### src/rtl/axis_pkg.sv
// Shared constants and lane-offset helper for the AXI-stream broadcast block.
// Latency: none, package only.
// Backpressure: not applicable.
package axis_pkg;

  localparam int unsigned STAT_COUNT_WIDTH = 32;

  // Base bit offset of lane n in a packed multi-lane bus of lanes 'width' wide.
  function automatic int unsigned lane_base(input int unsigned lane, input int unsigned width);
    return lane * width;
  endfunction

endpackage

### src/rtl/axis_broadcast_slot.sv
// One-beat hold register with a per-channel pending mask and the slave ready equation.
// Latency: 1 cycle from load to the held beat appearing on the outputs.
// Backpressure: s_rdy drops while any pending channel holds its ready low; lossless.
module axis_broadcast_slot
  import axis_pkg::*;
#(
  parameter int NUM_CHANNELS = 6,
  parameter int DATA_WIDTH   = 256,
  parameter int USER_WIDTH   = 1
) (
  input  logic                    clk,
  input  logic                    rst,
  input  logic                    load_vld,
  input  logic [DATA_WIDTH-1:0]   load_dat,
  input  logic [USER_WIDTH-1:0]   load_user,
  input  logic                    load_last,
  input  logic [NUM_CHANNELS-1:0] load_mask,
  input  logic [NUM_CHANNELS-1:0] m_rdy,
  output logic                    slot_vld,
  output logic [NUM_CHANNELS-1:0] pending,
  output logic [DATA_WIDTH-1:0]   out_dat,
  output logic [USER_WIDTH-1:0]   out_user,
  output logic                    out_last,
  output logic                    s_rdy
);

  typedef struct packed {
    logic [DATA_WIDTH-1:0] data;
    logic [USER_WIDTH-1:0] user;
    logic                  last;
  } beat_t;

  beat_t beat_q;

  // The slot is occupied exactly while some channel still owes an accept.
  always_comb begin
    slot_vld = |pending;
    s_rdy    = ~slot_vld | ((pending & ~m_rdy) == '0);
    out_dat  = beat_q.data;
    out_user = beat_q.user;
    out_last = beat_q.last;
  end

  // Load a new beat (overrides same-cycle retires) or retire accepted channels.
  always_ff @(posedge clk) begin
    if (rst) begin
      pending <= '0;
      beat_q  <= '0;
    end else if (load_vld) begin
      pending <= load_mask;
      beat_q  <= '{data: load_dat, user: load_user, last: load_last};
    end else begin
      pending <= pending & ~m_rdy;
    end
  end

endmodule

### src/rtl/axis_broadcast.sv
// Replicates each slave beat to every enabled master; mask latched at packet start. Optional stats: AXIS_BROADCAST_STATS_EN.
// Latency: 1 cycle slave accept to m_axis_tvalid; 1 beat/cycle with all readies high.
// Backpressure: any stalled enabled channel stalls the slave; beats never dropped unless mask is all-zero.
module axis_broadcast
  import axis_pkg::*;
#(
  parameter int NUM_CHANNELS = 6,
  parameter int DATA_WIDTH   = 256,
  parameter int USER_WIDTH   = 1
) (
  input  logic                               s_axis_clk,
  input  logic                               s_axis_rst,
  input  logic [NUM_CHANNELS-1:0]            channel_en,
  output logic [NUM_CHANNELS-1:0]            active_mask,
  input  logic                               s_axis_tvalid,
  output logic                               s_axis_tready,
  input  logic [DATA_WIDTH-1:0]              s_axis_tdata,
  input  logic [USER_WIDTH-1:0]              s_axis_tuser,
  input  logic                               s_axis_tlast,
  output logic [NUM_CHANNELS-1:0]            m_axis_tvalid,
  input  logic [NUM_CHANNELS-1:0]            m_axis_tready,
  output logic [NUM_CHANNELS*DATA_WIDTH-1:0] m_axis_tdata,
  output logic [NUM_CHANNELS*USER_WIDTH-1:0] m_axis_tuser,
  output logic [NUM_CHANNELS-1:0]            m_axis_tlast
`ifdef AXIS_BROADCAST_STATS_EN
  ,
  input  logic                                     stat_clear,
  output logic [NUM_CHANNELS*STAT_COUNT_WIDTH-1:0] stat_pkt_count
`endif
);

  logic                    in_packet;
  logic                    accept;
  logic                    load_vld;
  logic [NUM_CHANNELS-1:0] mask_sel;
  logic                    slot_vld;
  logic [NUM_CHANNELS-1:0] pending;
  logic [DATA_WIDTH-1:0]   slot_dat;
  logic [USER_WIDTH-1:0]   slot_user;
  logic                    slot_last;

  // Mid-packet beats reuse the latched mask so no channel sees a partial packet.
  // An all-zero mask accepts the beat but never loads the slot.
  always_comb begin
    accept   = s_axis_tvalid & s_axis_tready;
    mask_sel = in_packet ? active_mask : channel_en;
    load_vld = accept & (|mask_sel);
  end

  // Track packet boundaries and latch the enable mask on the first beat of each packet.
  always_ff @(posedge s_axis_clk) begin
    if (s_axis_rst) begin
      in_packet   <= 1'b0;
      active_mask <= '0;
    end else if (accept) begin
      in_packet <= ~s_axis_tlast;
      if (!in_packet) begin
        active_mask <= channel_en;
      end
    end
  end

  axis_broadcast_slot #(
    .NUM_CHANNELS (NUM_CHANNELS),
    .DATA_WIDTH   (DATA_WIDTH),
    .USER_WIDTH   (USER_WIDTH)
  ) u_slot (
    .clk       (s_axis_clk),
    .rst       (s_axis_rst),
    .load_vld  (load_vld),
    .load_dat  (s_axis_tdata),
    .load_user (s_axis_tuser),
    .load_last (s_axis_tlast),
    .load_mask (mask_sel),
    .m_rdy     (m_axis_tready),
    .slot_vld  (slot_vld),
    .pending   (pending),
    .out_dat   (slot_dat),
    .out_user  (slot_user),
    .out_last  (slot_last),
    .s_rdy     (s_axis_tready)
  );

  for (genvar n = 0; n < NUM_CHANNELS; n++) begin : g_lane
    assign m_axis_tvalid[n] = slot_vld & pending[n];
    assign m_axis_tdata[lane_base(n, DATA_WIDTH) +: DATA_WIDTH] = slot_dat;
    assign m_axis_tuser[lane_base(n, USER_WIDTH) +: USER_WIDTH] = slot_user;
    assign m_axis_tlast[n]  = slot_last;
  end

`ifdef AXIS_BROADCAST_STATS_EN
  for (genvar n = 0; n < NUM_CHANNELS; n++) begin : g_stat
    logic [STAT_COUNT_WIDTH-1:0] pkt_cnt;

    // Count packets completed on this channel; clear wins over a same-cycle increment.
    always_ff @(posedge s_axis_clk) begin
      if (s_axis_rst || stat_clear) begin
        pkt_cnt <= '0;
      end else if (m_axis_tvalid[n] && m_axis_tready[n] && m_axis_tlast[n]) begin
        pkt_cnt <= pkt_cnt + STAT_COUNT_WIDTH'(1);
      end
    end

    assign stat_pkt_count[lane_base(n, STAT_COUNT_WIDTH) +: STAT_COUNT_WIDTH] = pkt_cnt;
  end
`endif

endmodule

### config.mk
export PLATFORM = sky130hd
export DESIGN_NAME = axis_broadcast
export DESIGN_NICKNAME = d
export VERILOG_FILES = /design/src/rtl/axis_pkg.sv /design/src/rtl/axis_broadcast_slot.sv /design/src/rtl/axis_broadcast.sv
export SDC_FILE = /design/constraint.sdc
export NUM_CORES = 1
export LEC_CHECK = 0
export CAP_MARGIN = 0
export CORE_AREA = 2 2 710 712
export DETAILED_ROUTE_END_ITERATION = 8
export DIE_AREA = 0 0 712 714
export PLACE_DENSITY = 0.3
export SYNTH_ARGS = -nofsm -noshare
export SYNTH_HDL_FRONTEND = slang
export SYNTH_SLANG_ARGS = --single-unit
### constraint.sdc
create_clock -name s_axis_clk -period 2.2 [get_ports s_axis_clk]
set_clock_uncertainty 0.05 [all_clocks]
set_input_delay 0.44 -clock s_axis_clk [delete_from_list [all_inputs] [get_ports s_axis_clk]]
set_output_delay 0.44 -clock s_axis_clk [all_outputs]
set_load 0.02 [all_outputs]
==> After elaboration in Yosys (flattened, before gate mapping) <==
Index checks and enable logic that the tools add are counted.
{ "classes": {"n_addsub": 0, "multipliers": 0, "n_div": 0, "magnitude_cmp": 0, "n_eq_ne": 0, "n_shift": 0, "mux": 2, "bitwise_logic": 13, "reduce_logical": 3} }
{ "op_table": {"columns": ["operator", "n"], "rows": [
  ["two-way mux 6 bit", 2],
  ["OR reduction 6 bit", 2],
  ["bitwise AND 1 bit", 8],
  ["bitwise AND 6 bit", 1],
  ["logical NOT 6 bit", 1],
  ["inverter 6 bit", 1],
  ["inverter 1 bit", 2],
  ["OR 1 bit", 1]
]} }
{ "word_totals": {"regBits": 271, "latch_bits": 0, "ramBits": 0, "rom_bits": 0, "input_bits": 273, "out_inout_bits": 1561, "word_cells": 24, "mem_count": 0} }

==> Logic depth before layout (Yosys ltp) <==
{ "depth": {"ltp_word": 7, "mapped_depth": 8} }

==> Hierarchy <==
Synthesis repeated with hierarchy kept, for this count alone.
{ "unflattened": {"cells_unflattened": 2202, "hier_area_um2": 19546.2} }
{ "modules_own_cells": {"columns": ["module", "instances", "cells_per_inst", "area_per_inst_um2", "seq_area_each_um2"], "rows": [
  ["axis_broadcast", 1, 1333, 10095.9, 140.1],
  ["axis_broadcast_slot", 1, 869, 9450.3, 5285.1]
]} }

==> Worst setup path after synthesis <==
No wires, ideal clock.
{ "synth_path": {"path_type": "input port to flip-flop", "from": "in m_axis_tready[2]", "to": "reg u_slot.beat_q (netlist bit u_slot.out_dat[89])", "setup_time_ps": 72, "arrival_ps": 1829, "setup_slack_ps": 250, "stages": 7, "path_cell_list": "nand2b_1 -> nand4_1 -> a2111oi_4 -> buf_6 -> buf_12 -> buf_8 -> mux2i_1"} }
{ "synth_between": {"elab_chain_len": 6} }
{ "synth_rtl": {"columns": ["element", "line_no", "source"], "rows": [
  ["start: declaration", "axis_broadcast.sv:21", "input logic [NUM_CHANNELS-1:0] m_axis_tready,"],
  ["inverter 6 bit", "axis_broadcast_slot.sv:38", "s_rdy = ~slot_vld | ((pending & ~m_rdy) == '0);"],
  ["bitwise AND 6 bit", "axis_broadcast_slot.sv:38", null],
  ["logical NOT 6 bit", "axis_broadcast_slot.sv:38", null],
  ["OR 1 bit", "axis_broadcast_slot.sv:38", null],
  ["bitwise AND 1 bit", "axis_broadcast.sv:45", "accept = s_axis_tvalid & s_axis_tready;"],
  ["bitwise AND 1 bit", "axis_broadcast.sv:47", "load_vld = accept & (|mask_sel);"],
  ["end signal: assignment", "axis_broadcast_slot.sv:51", "beat_q <= '{data: load_dat, user: load_user, last: load_last};"],
  ["end: declaration", "axis_broadcast_slot.sv:33", "beat_t beat_q;"]
]} }
Every way passes these cells.
A chain may end at the register's enable or synchronous reset.

==> Worst setup path in the final report <==
{ "layout_path": {"from": "reg u_slot.pending[3]", "to": "out s_axis_tready"} }
{ "layout_between": {"elab_chain_len": 3, "elab_cells_between_ends": 5, "cone_classes": "3 x bitwise; 2 x reduce/logical"} }
{ "layout_rtl": {"columns": ["element", "line_no", "source"], "rows": [
  ["start: declaration", "axis_broadcast_slot.sv:20", "output logic [NUM_CHANNELS-1:0] pending,"],
  ["start signal: assignment", "axis_broadcast_slot.sv:50", "pending <= load_mask;"],
  ["start signal: assignment", "axis_broadcast_slot.sv:53", "pending <= pending & ~m_rdy;"],
  ["bitwise AND 6 bit / OR reduction 6 bit (equally long branches)", "axis_broadcast_slot.sv:38, axis_broadcast_slot.sv:37", null],
  ["logical NOT 6 bit / inverter 1 bit (equally long branches)", "axis_broadcast_slot.sv:38", null],
  ["OR 1 bit (*)", "axis_broadcast_slot.sv:38", null],
  ["end: declaration", "axis_broadcast.sv:16", "output logic s_axis_tready,"]
]} }
Mark *: on every way between the ends. The rest lies on a longest branch, timed or not.

==> metrics.txt <==
status complete, but fails checks; failing checks negative setup slack; Chip Height 714 um; commonest cells in the netlist buf_4 (1299), nand2b_1 (529), dfxtp_1 (271); Pint 16400 uW; Core Util, Final 9.19%; kind of critical path reg2out; initial DRC count 1007; Power Dens Cells 627 mW/mm^2; crit end category primary output; H-tree depth 2; R2R cell count 11; switching portion of total power 43.2%; hold path cells 3; most frequent cell after synthesis buf_4; Adder-Cell Fraction of Synth Area 0%; CP required 1.71 ns; Reg power frac 21.7%; number of antenna violations at the first check in global routing 63; area delta synth->final 108%; total of max-cap violations 0; EDFF count, synth 0; pin count of the biggest net entering global routing 82; DRC violations left 0; GRT Total Usage 7.91%; layout cells sized above 1 33.8%; Mapped Nets 2762; largest family of logic cells by synthesized area buffers and inverters; CTS tree built; Peak VDD IR 0.546 mV; design area 0.0460 mm^2; Hold Path Class in2reg; hpwl dp 186 mm; Compound-Gate Fraction of Synth Area 0.578%; NetSw 12400 uW; RSZ-0062 raised after global routing true; Synth Area in XOR/XNOR 0%; post-synth top area share 44.2%; placed instance area 0.0431 mm^2; Nets 3695; post-synthesis mux area share 12.2%; DR vias/cell 1.86; Ports 1834; initial cell density of the core 4.41%; CTS Root Cell clkbuf_16; P_leak 0.0193 uW; Comb pwr share 52.0%; Core Rows 260; FF-to-FF Start u_slot.pending[3]; Syn Inst Count 2489; Synth Area in Simple Gates 15.4%; gp weighted congestion 0.777; post-route setup slack -0.436 ns; CTS buffer count 44; crit-path max FO 2; post-synthesis sequential area ratio 24.6%; clock latency on the worst-skew pair 0.68 ns; DR pass1 iterations 5; CP Launch Type flip-flop; cell taking the most area after synthesis buf_4; f_max 379 MHz; Distinct cells, synth 26; top cells by area, synth buf_4 (44%), dfxtp_1 (25%), nand2b_1 (15%); min-delay src s_axis_rst; Syn. warnings 0; Syn Area/Cell 8.87 um^2; Core Box Area 0.500 mm^2; final hold violations 0; Hold EP active_mask[1]; via count 18900; Final Cycle Share 120%; Horiz. Die Dim 712 um; pre-CTS WS -1.11 ns; Post-synth ARST share 0%; Pins Over Slew Limit 0; synthesized flop and latch total 271; final wirelength 211 mm; input/output buffers 1833; R2R Setup Slk -0.41 ns; die area 0.508 mm^2; vias in the first global route 19200; most common flop cell mapped by yosys dfxtp_1; slew margin rel. 70.9%; synthesized cell area 0.0221 mm^2; DRT antenna net count 0; Max Root-Sink Buffers 3; GRT overflow 0; clk sinks 271; DR WL/cell 20.7 um; endpoints failing setup 261; Tightest Pin Transition 0.437 ns; Clk pwr share 26.3%; Clock transition at path regs 0.06 ns; first-pass GRT wire length 253 mm; final setup TNS -79.11 ns; Tmin final 2.64 ns; worst path arrival time 2.15 ns; Worst R2R End u_slot.out_dat[96]
critical path, stage by stage (launching register included):
cell	delay, ns
dfxtp_2	0.33
nand2b_1	0.09
nand4_1	0.36
buf_4	0.30
buf_6	0.12
nor2_4	0.10
buf_12	0.14
cell type report:
cell class,count,area [um^2]
fill,58300,454000
timing repair buffer,2274,24100
tap,6681,8360
multi-input combinational,829,6260
sequential,271,5660
clock buffer,66,1320
clock inverter,13,214
antenna,37,92.6
inverter,2,7.51
power by group through the flow:
stage,Clock [uW],Sequential (uW),Combinational (uW)
final,7580,6250,15000
after global routing,8160,6330,15700
after CTS,8020,6280,15600
after detailed placement,0,6400,15700
after global placement,0,6380,15700
after floorplan,0,6740,7610
routing by layer:
| metal | part of all wire, % | vias to the layer above | global-route usage, % |
|---|---|---|---|
| met1 | 44 | 9296 | 10.2 |
| met4 | 1.8 | 14 | 1.58 |
| met5 | 0.046 | - | 0 |
| met2 | 47 | 1096 | 13.1 |
| li1 | - | 8426 | - |
| met3 | 7.2 | 115 | 2.17 |
timing repair:
action | in CTS | in global routing
resized for setup | 2555 | 52
hold buffers | 0 | 0
gates cloned | 26 | 1
pin swaps | 3 | 1
setup endpoints to repair | 1684 | 281
buffers inserted | 59 | 16
how the worst max path moves through the flow:
stage | startpoint | end | slack, ns | cells past startpoint
after global placement | m_axis_tready[1] | u_slot.out_dat[72] | -1.15 | 9
after global routing | u_slot.pending[5] | s_axis_tready | -0.55 | 6
after floorplan | m_axis_tready[2] | u_slot.out_dat[89] | 0.25 | 7
final | u_slot.pending[3] | s_axis_tready | -0.44 | 6
after CTS | u_slot.pending[5] | s_axis_tready | -0.66 | 6
after detailed placement | m_axis_tready[1] | u_slot.out_dat[121] | -1.11 | 9
stage by stage:
step | hold slack [ns] | power, uW | cells
final | 0.224 | 28800 | 10200
after global routing | 0.197 | 30200 | 10100
after CTS | 0.161 | 29900 | 10100
after detailed placement | 0.421 | 22100 | 9978
after global placement | 0.411 | 22100 | 9978
after floorplan | 0.428 | 14400 | 2489
cells by family after synthesis:
logic type	count (synthesis)
AOI/OAI and AO/OA	16
and+or+nand+nor	545
muxes	268
buffers and inverters	1389
DFF	271
layout by cell type (no fill, tap or decap), types with 2 or more instances in the layout:
master	Yosys	layout
clkbuf_2	0	10
clkdlybuf4s15_2	0	287
inv_1	2	2
nand2b_1	529	527
bufinv_16	0	4
dfxtp_2	0	93
mux2_2	2	2
clkinv_2	0	3
dlygate4sd2_1	0	818
a21oi_1	6	6
clkdlybuf4s50_1	0	271
clkinvlp_4	0	2
nand2b_4	0	2
buf_16	0	22
o31ai_1	3	3
dfxtp_1	271	147
buf_2	0	20
nor2_1	7	6
clkbuf_8	0	11
clkdlybuf4s15_1	0	220
clkbuf_16	0	46
mux2i_1	264	262
o2bb2ai_2	0	2
buf_8	2	24
clkbuf_1	65	10
dfxtp_4	0	31
buf_4	1299	312
mux2_1	2	2
diode_2	0	37
nand4_1	4	4
buf_12	20	229
mux2i_2	0	2
buf_6	1	60
flip-flops by register name, summed over array words and instances, names as in the netlist:
signal	count
in_packet	1
u_slot.out_last	1
u_slot.pending	6
active_mask	6
u_slot.out_dat	256
u_slot.out_user	1
Note: power is estimated with default switching activity, not from simulation.
